**src/rtl/csr_trap_unit.sv**
```systemverilog
// csr_trap_unit: captures one trap from prioritised sources, sequences the pipeline flush and
// the fetch redirect for traps and mret, and holds the machine trap CSRs plus a trap counter.
module csr_trap_unit #(
  parameter int               XLEN         = 32,
  parameter int               NUM_SRC      = 4,
  parameter int               CAUSE_W      = 5,
  parameter int               FLUSH_CYCLES = 2,
  parameter logic [XLEN-1:0]  MTVEC_RST    = '0
) (
  input  logic                       clk,
  input  logic                       reset,
  input  logic [NUM_SRC-1:0]         exc_valid,
  input  logic [NUM_SRC*XLEN-1:0]    exc_pc,
  input  logic [NUM_SRC*CAUSE_W-1:0] exc_cause,
  input  logic [NUM_SRC*XLEN-1:0]    exc_tval,
  input  logic                       mret,
  input  logic                       csr_en,
  input  logic                       csr_we,
  input  logic [11:0]                csr_addr,
  input  logic [XLEN-1:0]            csr_wdata,
  output logic [XLEN-1:0]            csr_rdata,
  output logic                       flush,
  output logic                       redirect_valid,
  output logic [XLEN-1:0]            redirect_pc,
  output logic                       busy,
  output logic [31:0]                exc_count
);

  localparam logic [11:0] ADDR_MTVEC  = 12'h305;
  localparam logic [11:0] ADDR_MEPC   = 12'h341;
  localparam logic [11:0] ADDR_MCAUSE = 12'h342;
  localparam logic [11:0] ADDR_MTVAL  = 12'h343;

  localparam int              CNT_W      = $clog2(FLUSH_CYCLES + 1);
  localparam logic [CNT_W-1:0] CNT_INIT  = CNT_W'(FLUSH_CYCLES);
  localparam logic [CNT_W-1:0] CNT_LAST  = CNT_W'(1);
  localparam logic [XLEN-1:0]  ALIGN_MASK = {{(XLEN-2){1'b1}}, 2'b00};

  typedef enum logic [1:0] {
    IDLE     = 2'd0,
    FLUSH    = 2'd1,
    REDIRECT = 2'd2
  } state_t;

  state_t           state_reg;
  logic [CNT_W-1:0] cnt_reg;
  logic [XLEN-1:0]  mtvec_reg;
  logic [XLEN-1:0]  mepc_reg;
  logic [XLEN-1:0]  mcause_reg;
  logic [XLEN-1:0]  mtval_reg;
  logic [XLEN-1:0]  tgt_reg;

  logic [XLEN-1:0]    pc_arr    [NUM_SRC];
  logic [CAUSE_W-1:0] cause_arr [NUM_SRC];
  logic [XLEN-1:0]    tval_arr  [NUM_SRC];

  for (genvar gi = 0; gi < NUM_SRC; gi++) begin : g_src
    assign pc_arr[gi]    = exc_pc[gi*XLEN +: XLEN];
    assign cause_arr[gi] = exc_cause[gi*CAUSE_W +: CAUSE_W];
    assign tval_arr[gi]  = exc_tval[gi*XLEN +: XLEN];
  end

  logic [XLEN-1:0]    sel_pc;
  logic [CAUSE_W-1:0] sel_cause;
  logic [XLEN-1:0]    sel_tval;
  logic               exc_any;
  logic               csr_wr;

  // Scan from the top so the lowest set index is the one left standing.
  always_comb begin
    sel_pc    = '0;
    sel_cause = '0;
    sel_tval  = '0;
    for (int i = NUM_SRC - 1; i >= 0; i--) begin
      if (exc_valid[i]) begin
        sel_pc    = pc_arr[i];
        sel_cause = cause_arr[i];
        sel_tval  = tval_arr[i];
      end
    end
  end

  assign exc_any = |exc_valid;
  assign csr_wr  = csr_en && csr_we && (state_reg == IDLE);

  always_comb begin
    csr_rdata = '0;
    if (csr_en) begin
      case (csr_addr)
        ADDR_MTVEC:  csr_rdata = mtvec_reg;
        ADDR_MEPC:   csr_rdata = mepc_reg;
        ADDR_MCAUSE: csr_rdata = mcause_reg;
        ADDR_MTVAL:  csr_rdata = mtval_reg;
        default:     csr_rdata = '0;
      endcase
    end
  end

  always_ff @(posedge clk or negedge reset) begin
    if (!reset) begin
      state_reg      <= IDLE;
      cnt_reg        <= '0;
      mtvec_reg      <= MTVEC_RST & ALIGN_MASK;
      mepc_reg       <= '0;
      mcause_reg     <= '0;
      mtval_reg      <= '0;
      tgt_reg        <= '0;
      exc_count      <= '0;
      flush          <= 1'b0;
      redirect_valid <= 1'b0;
      redirect_pc    <= '0;
      busy           <= 1'b0;
    end else begin
      case (state_reg)
        IDLE: begin
          // mtvec may be written alongside a trap; tgt still takes the old vector.
          if (csr_wr && csr_addr == ADDR_MTVEC) mtvec_reg <= csr_wdata & ALIGN_MASK;
          if (exc_any) begin
            mepc_reg   <= sel_pc & ALIGN_MASK;
            mcause_reg <= {{(XLEN-CAUSE_W){1'b0}}, sel_cause};
            mtval_reg  <= sel_tval;
            tgt_reg    <= mtvec_reg;
            if (exc_count != 32'hFFFF_FFFF) exc_count <= exc_count + 32'd1;
          end else if (csr_wr) begin
            case (csr_addr)
              ADDR_MEPC:   mepc_reg   <= csr_wdata & ALIGN_MASK;
              ADDR_MCAUSE: mcause_reg <= csr_wdata;
              ADDR_MTVAL:  mtval_reg  <= csr_wdata;
              default:     ;
            endcase
          end
          if (!exc_any && mret) tgt_reg <= mepc_reg;
          if (exc_any || mret) begin
            state_reg <= FLUSH;
            cnt_reg   <= CNT_INIT;
            flush     <= 1'b1;
            busy      <= 1'b1;
          end
        end
        FLUSH: begin
          if (cnt_reg == CNT_LAST) begin
            state_reg      <= REDIRECT;
            redirect_valid <= 1'b1;
            redirect_pc    <= tgt_reg;
          end else begin
            cnt_reg <= cnt_reg - CNT_LAST;
          end
        end
        REDIRECT: begin
          state_reg      <= IDLE;
          redirect_valid <= 1'b0;
          flush          <= 1'b0;
          busy           <= 1'b0;
        end
        default: begin
          state_reg      <= IDLE;
          redirect_valid <= 1'b0;
          flush          <= 1'b0;
          busy           <= 1'b0;
        end
      endcase
    end
  end

endmodule

```
**config.mk**
```make
export PLATFORM = sky130hd
export DESIGN_NAME = csr_trap_unit
export DESIGN_NICKNAME = d
export VERILOG_FILES = /design/src/rtl/csr_trap_unit.sv
export SDC_FILE = /design/constraint.sdc
export NUM_CORES = 1
export LEC_CHECK = 0
export ABC_AREA = 1
export BUFFER_PORTS_ARGS = -buffer_cell sky130_fd_sc_hd__buf_2
export CAP_MARGIN = 5
export CORE_MARGIN = 4
export CORE_UTILIZATION = 35
export DETAILED_ROUTE_END_ITERATION = 12
export PLACE_DENSITY = 0.68
export SLEW_MARGIN = 10
export SYNTH_ARGS = -nofsm -noshare
export SYNTH_HDL_FRONTEND = slang
export SYNTH_SLANG_ARGS = --single-unit
```
**constraint.sdc**
```tcl
create_clock -name clk -period 2 [get_ports clk]
set_clock_uncertainty 0.2 [all_clocks]
set_input_delay 0.2 -clock clk [delete_from_list [all_inputs] [get_ports clk]]
set_output_delay 0.2 -clock clk [all_outputs]
set_load 0.01 [all_outputs]
```
==> results.cfg <==
[synthesis]
synthCells = 1907
yosys_warnings = 0
synth_mux_area_frac = 0
ys_ff_latch = 222
yosys.area_share.xor_xnor = 0.00992
yosys.area_share.adder = 0.00189
synth_top_family_by_area = simple AND/OR/NAND/NOR gates
synth_cell_types = 33
netlist_area_mm2 = 0.0132
synth_compound_area_frac = 0.150
seq_area_frac_synth = 0.419
yosys.area_share.simple = 0.327
synth.avg_cell_area_um2 = 6.95

[cts]
cts_tree = done
cts_buffers = 26
clock-root-buffer = clkbuf_16
clkSlewWorstSetupHoldPaths_ns = 0.06
clockBufferDepth = 3
clock_latency_ns = 0.55
h-tree-depth = 1
cts_sinks = 222

[placement]
portBuffers = 417
gp_congestion = 0.943
dpl_cell_area_mm2 = 0.0163
post-place-cells = 2787
place_ws_ns = -0.133
dp_hpwl_um = 45000

[cells_and_area]
drive_gt1_frac = 0.253
area_delta_synth_final_pct = 44.8
regArea_mm2 = 0.00556
multiInputGateArea_mm2 = 0.00664
fin_area_mm2 = 0.0192
fin_nets = 2809
n_fill_cell = 3607
finalNonFillerCells = 3004

[floorplanning]
rows = 70
initial_core_util = 0.358
ios = 428
core_area_mm2 = 0.0370
die_x_um = 203
dieArea_mm2 = 0.0410
chipHeight_um = 203

[status]
violations = hold timing
status = complete, but fails checks

[global_routing]
grt_overflow = 0
grt_pass1_wl_um = 90200
antenna_found_initial = 6
grt_usage = 0.281
first_global_vias = 15900
grt_start_max_net_pins = 68

[power_and_ir_drop]
p_clk_frac = 0.303
peakVddDrop_uv = 610
comb_power_share = 0.337
switching_share = 0.363
p_int_w = 0.0112
power_frac_seq = 0.359
power_leakage_nw = 9.48
power_density_mw_per_mm2 = 913
fin_total_pwr_w = 0.0175
p_sw_w = 0.00635

[timing]
fmax_mhz = 509
relSlewSlack = 0.602
final_max_slew_viol_count = 0
min_period_over_period = 0.982
setup_slack_ns = 0.0357
period_needed_ns = 1.96
worst_pin_slew_ns = 0.597
finalHoldViolations = 1
setup-violations-final = 0
rsz0062_at_grt = true
whs_ns = -0.0155

[routing]
post_drt_wl_per_cell_um = 19.9
drtIter0Drc = 1441
antenna_left = 0
avgViaCountPerCell = 5.20
dr_total_vias = 15600
dr.pass1.iters = 6
wl_um = 59800
drc_errors = 0

[critical_path]
critPathKind = input pin to output port
cp.required_ns = 1.60
critPathMaxFanout = 7
worst_setup_path_end_kind = output port
cp.arrival_ns = 1.56
critPathLaunchType = input pin

[flow_run]
cap_viol_max_count = 0

[hold_path]
hp-class = input pin to register
==> repair_timing <==
action                     CTS  global route
hold endpoints to repair   347             0
gates cloned                 0             0
setup endpoints to repair   32            71
gates resized for setup     10            55
buffers inserted             2             2
pin swaps                    4             9
hold buffers               163             0
==> power by group through the flow <==
stage | Sequential (W) | Combinational (W) | Clock (W)
2_1_floorplan | 0.00636 | 0.00303 | 0
3_3_place_gp | 0.00634 | 0.00531 | 0
5_1_grt | 0.00641 | 0.00652 | 0.00558
3_5_place_dp | 0.00636 | 0.00541 | 0
4_1_cts | 0.00629 | 0.00578 | 0.00536
6_report | 0.00629 | 0.00590 | 0.00530
==> worst max-delay path, cell delays in order <==
cell	delay, ns
buf_2	0.11
inv_2	0.09
nand2_4	0.09
nor2_4	0.11
buf_12	0.14
buf_6	0.09
buf_4	0.14
nand4_1	0.11
nand3_1	0.08
nor2_1	0.05
nor2_2	0.18
buf_2	0.17
==> cell usage in the layout, fill, tap and decap left out, types with 2 or more instances in the layout <==
cell type	instances
a21oi_1	79
a21oi_2	2
buf_12	29
buf_2	412
buf_4	58
buf_6	7
buf_8	2
bufinv_16	5
clkbuf_16	26
clkbuf_8	6
clkinv_2	6
clkinvlp_4	2
conb_1	2
dfrtp_1	221
diode_2	2
dlygate4sd3_1	162
ha_1	2
inv_1	139
inv_2	11
inv_4	3
nand2_1	592
nand2_2	20
nand2_4	4
nand3_1	192
nand3_2	4
nand3_4	2
nand3b_1	13
nand4_1	31
nor2_1	135
nor2_2	19
nor2_4	7
nor3_1	2
o211ai_1	67
o21ai_0	124
o21ai_1	86
o22ai_1	4
xnor2_1	5
xor2_1	10
==> layout make-up <==
cell class,count,area share
Clock inverter,15,0.0115
Inverter,153,0.0303
Sequential cell,222,0.290
Clock buffer,33,0.0384
Antenna cell,2,0.000261
Timing Repair Buffer,670,0.251
Tap cell,504,0.0329
Multi-Input combinational cell,1405,0.346
==> final timing paths <==
| path | from | endpoint | slack, ns | cells past startpoint |
|---|---|---|---|---|
| max | csr_addr[2] | csr_rdata[19] | 0.04 | 12 |
| min in group asynchronous | reset | mcause_reg[26] | 0.11 | 3 |
| max reg2reg | state_reg[1] | tgt_reg[13] | 0.13 | 7 |
| min reg2reg | redirect_pc[27] | redirect_pc[27] | 0.28 | 2 |
| max in group asynchronous | reset | exc_count[2] | 0.50 | 3 |
| min | exc_pc[45] | mepc_reg[13] | -0.02 | 5 |
==> synthesized netlist by cell type <==
cell	n	area, um^2
a21oi_1	81	405
buf_1	6	22.5
buf_2	50	250
buf_4	8	60.1
buf_6	8	90.1
clkbuf_1	55	206
clkbuf_2	1	5.00
conb_1	1	3.75
dfrtp_1	222	5560
ha_1	2	25.0
inv_1	141	529
inv_2	11	41.3
inv_4	1	6.26
nand2_1	602	2260
nand2_2	13	81.3
nand2_4	1	11.3
nand3_1	195	976
nand3_2	3	30.0
nand3b_1	13	97.6
nand4_1	31	194
nor2_1	152	571
nor2_2	7	43.8
nor2_4	2	22.5
nor2_8	1	20.0
nor3_1	2	10.0
nor3_2	1	10.0
o211ai_1	67	503
o21ai_0	124	621
o21ai_1	86	430
o21ai_2	1	8.76
o22ai_1	4	25.0
xnor2_1	5	43.8
xor2_1	10	87.6
==> metrics by stage <==
stage	TNS (ns)	utilization
floorplan	0	-
global placement	-3.63	0.441
detailed placement	-5.26	0.441
CTS	-0.00445	0.513
global route	-0.0851	0.519
finish	0	0.519
==> metal layers <==
layer | track usage | wire (um) | part of all wire
met5 | 0 | 55 | 0.00092
met4 | 0.160 | 4130 | 0.069
met3 | 0.0415 | 3930 | 0.066
met2 | 0.490 | 29200 | 0.49
met1 | 0.331 | 22500 | 0.38
==> cell families (layout without fill, tap and decap cells) <==
logic type,count (synthesis),after routing
simple gates,1023,1023
compound gates,363,363
xor+xnor,15,15
fa+ha+maj,2,2
buf+inv,281,871
other cells,1,4
flops,222,222
Power figures use the tool's default switching activity.
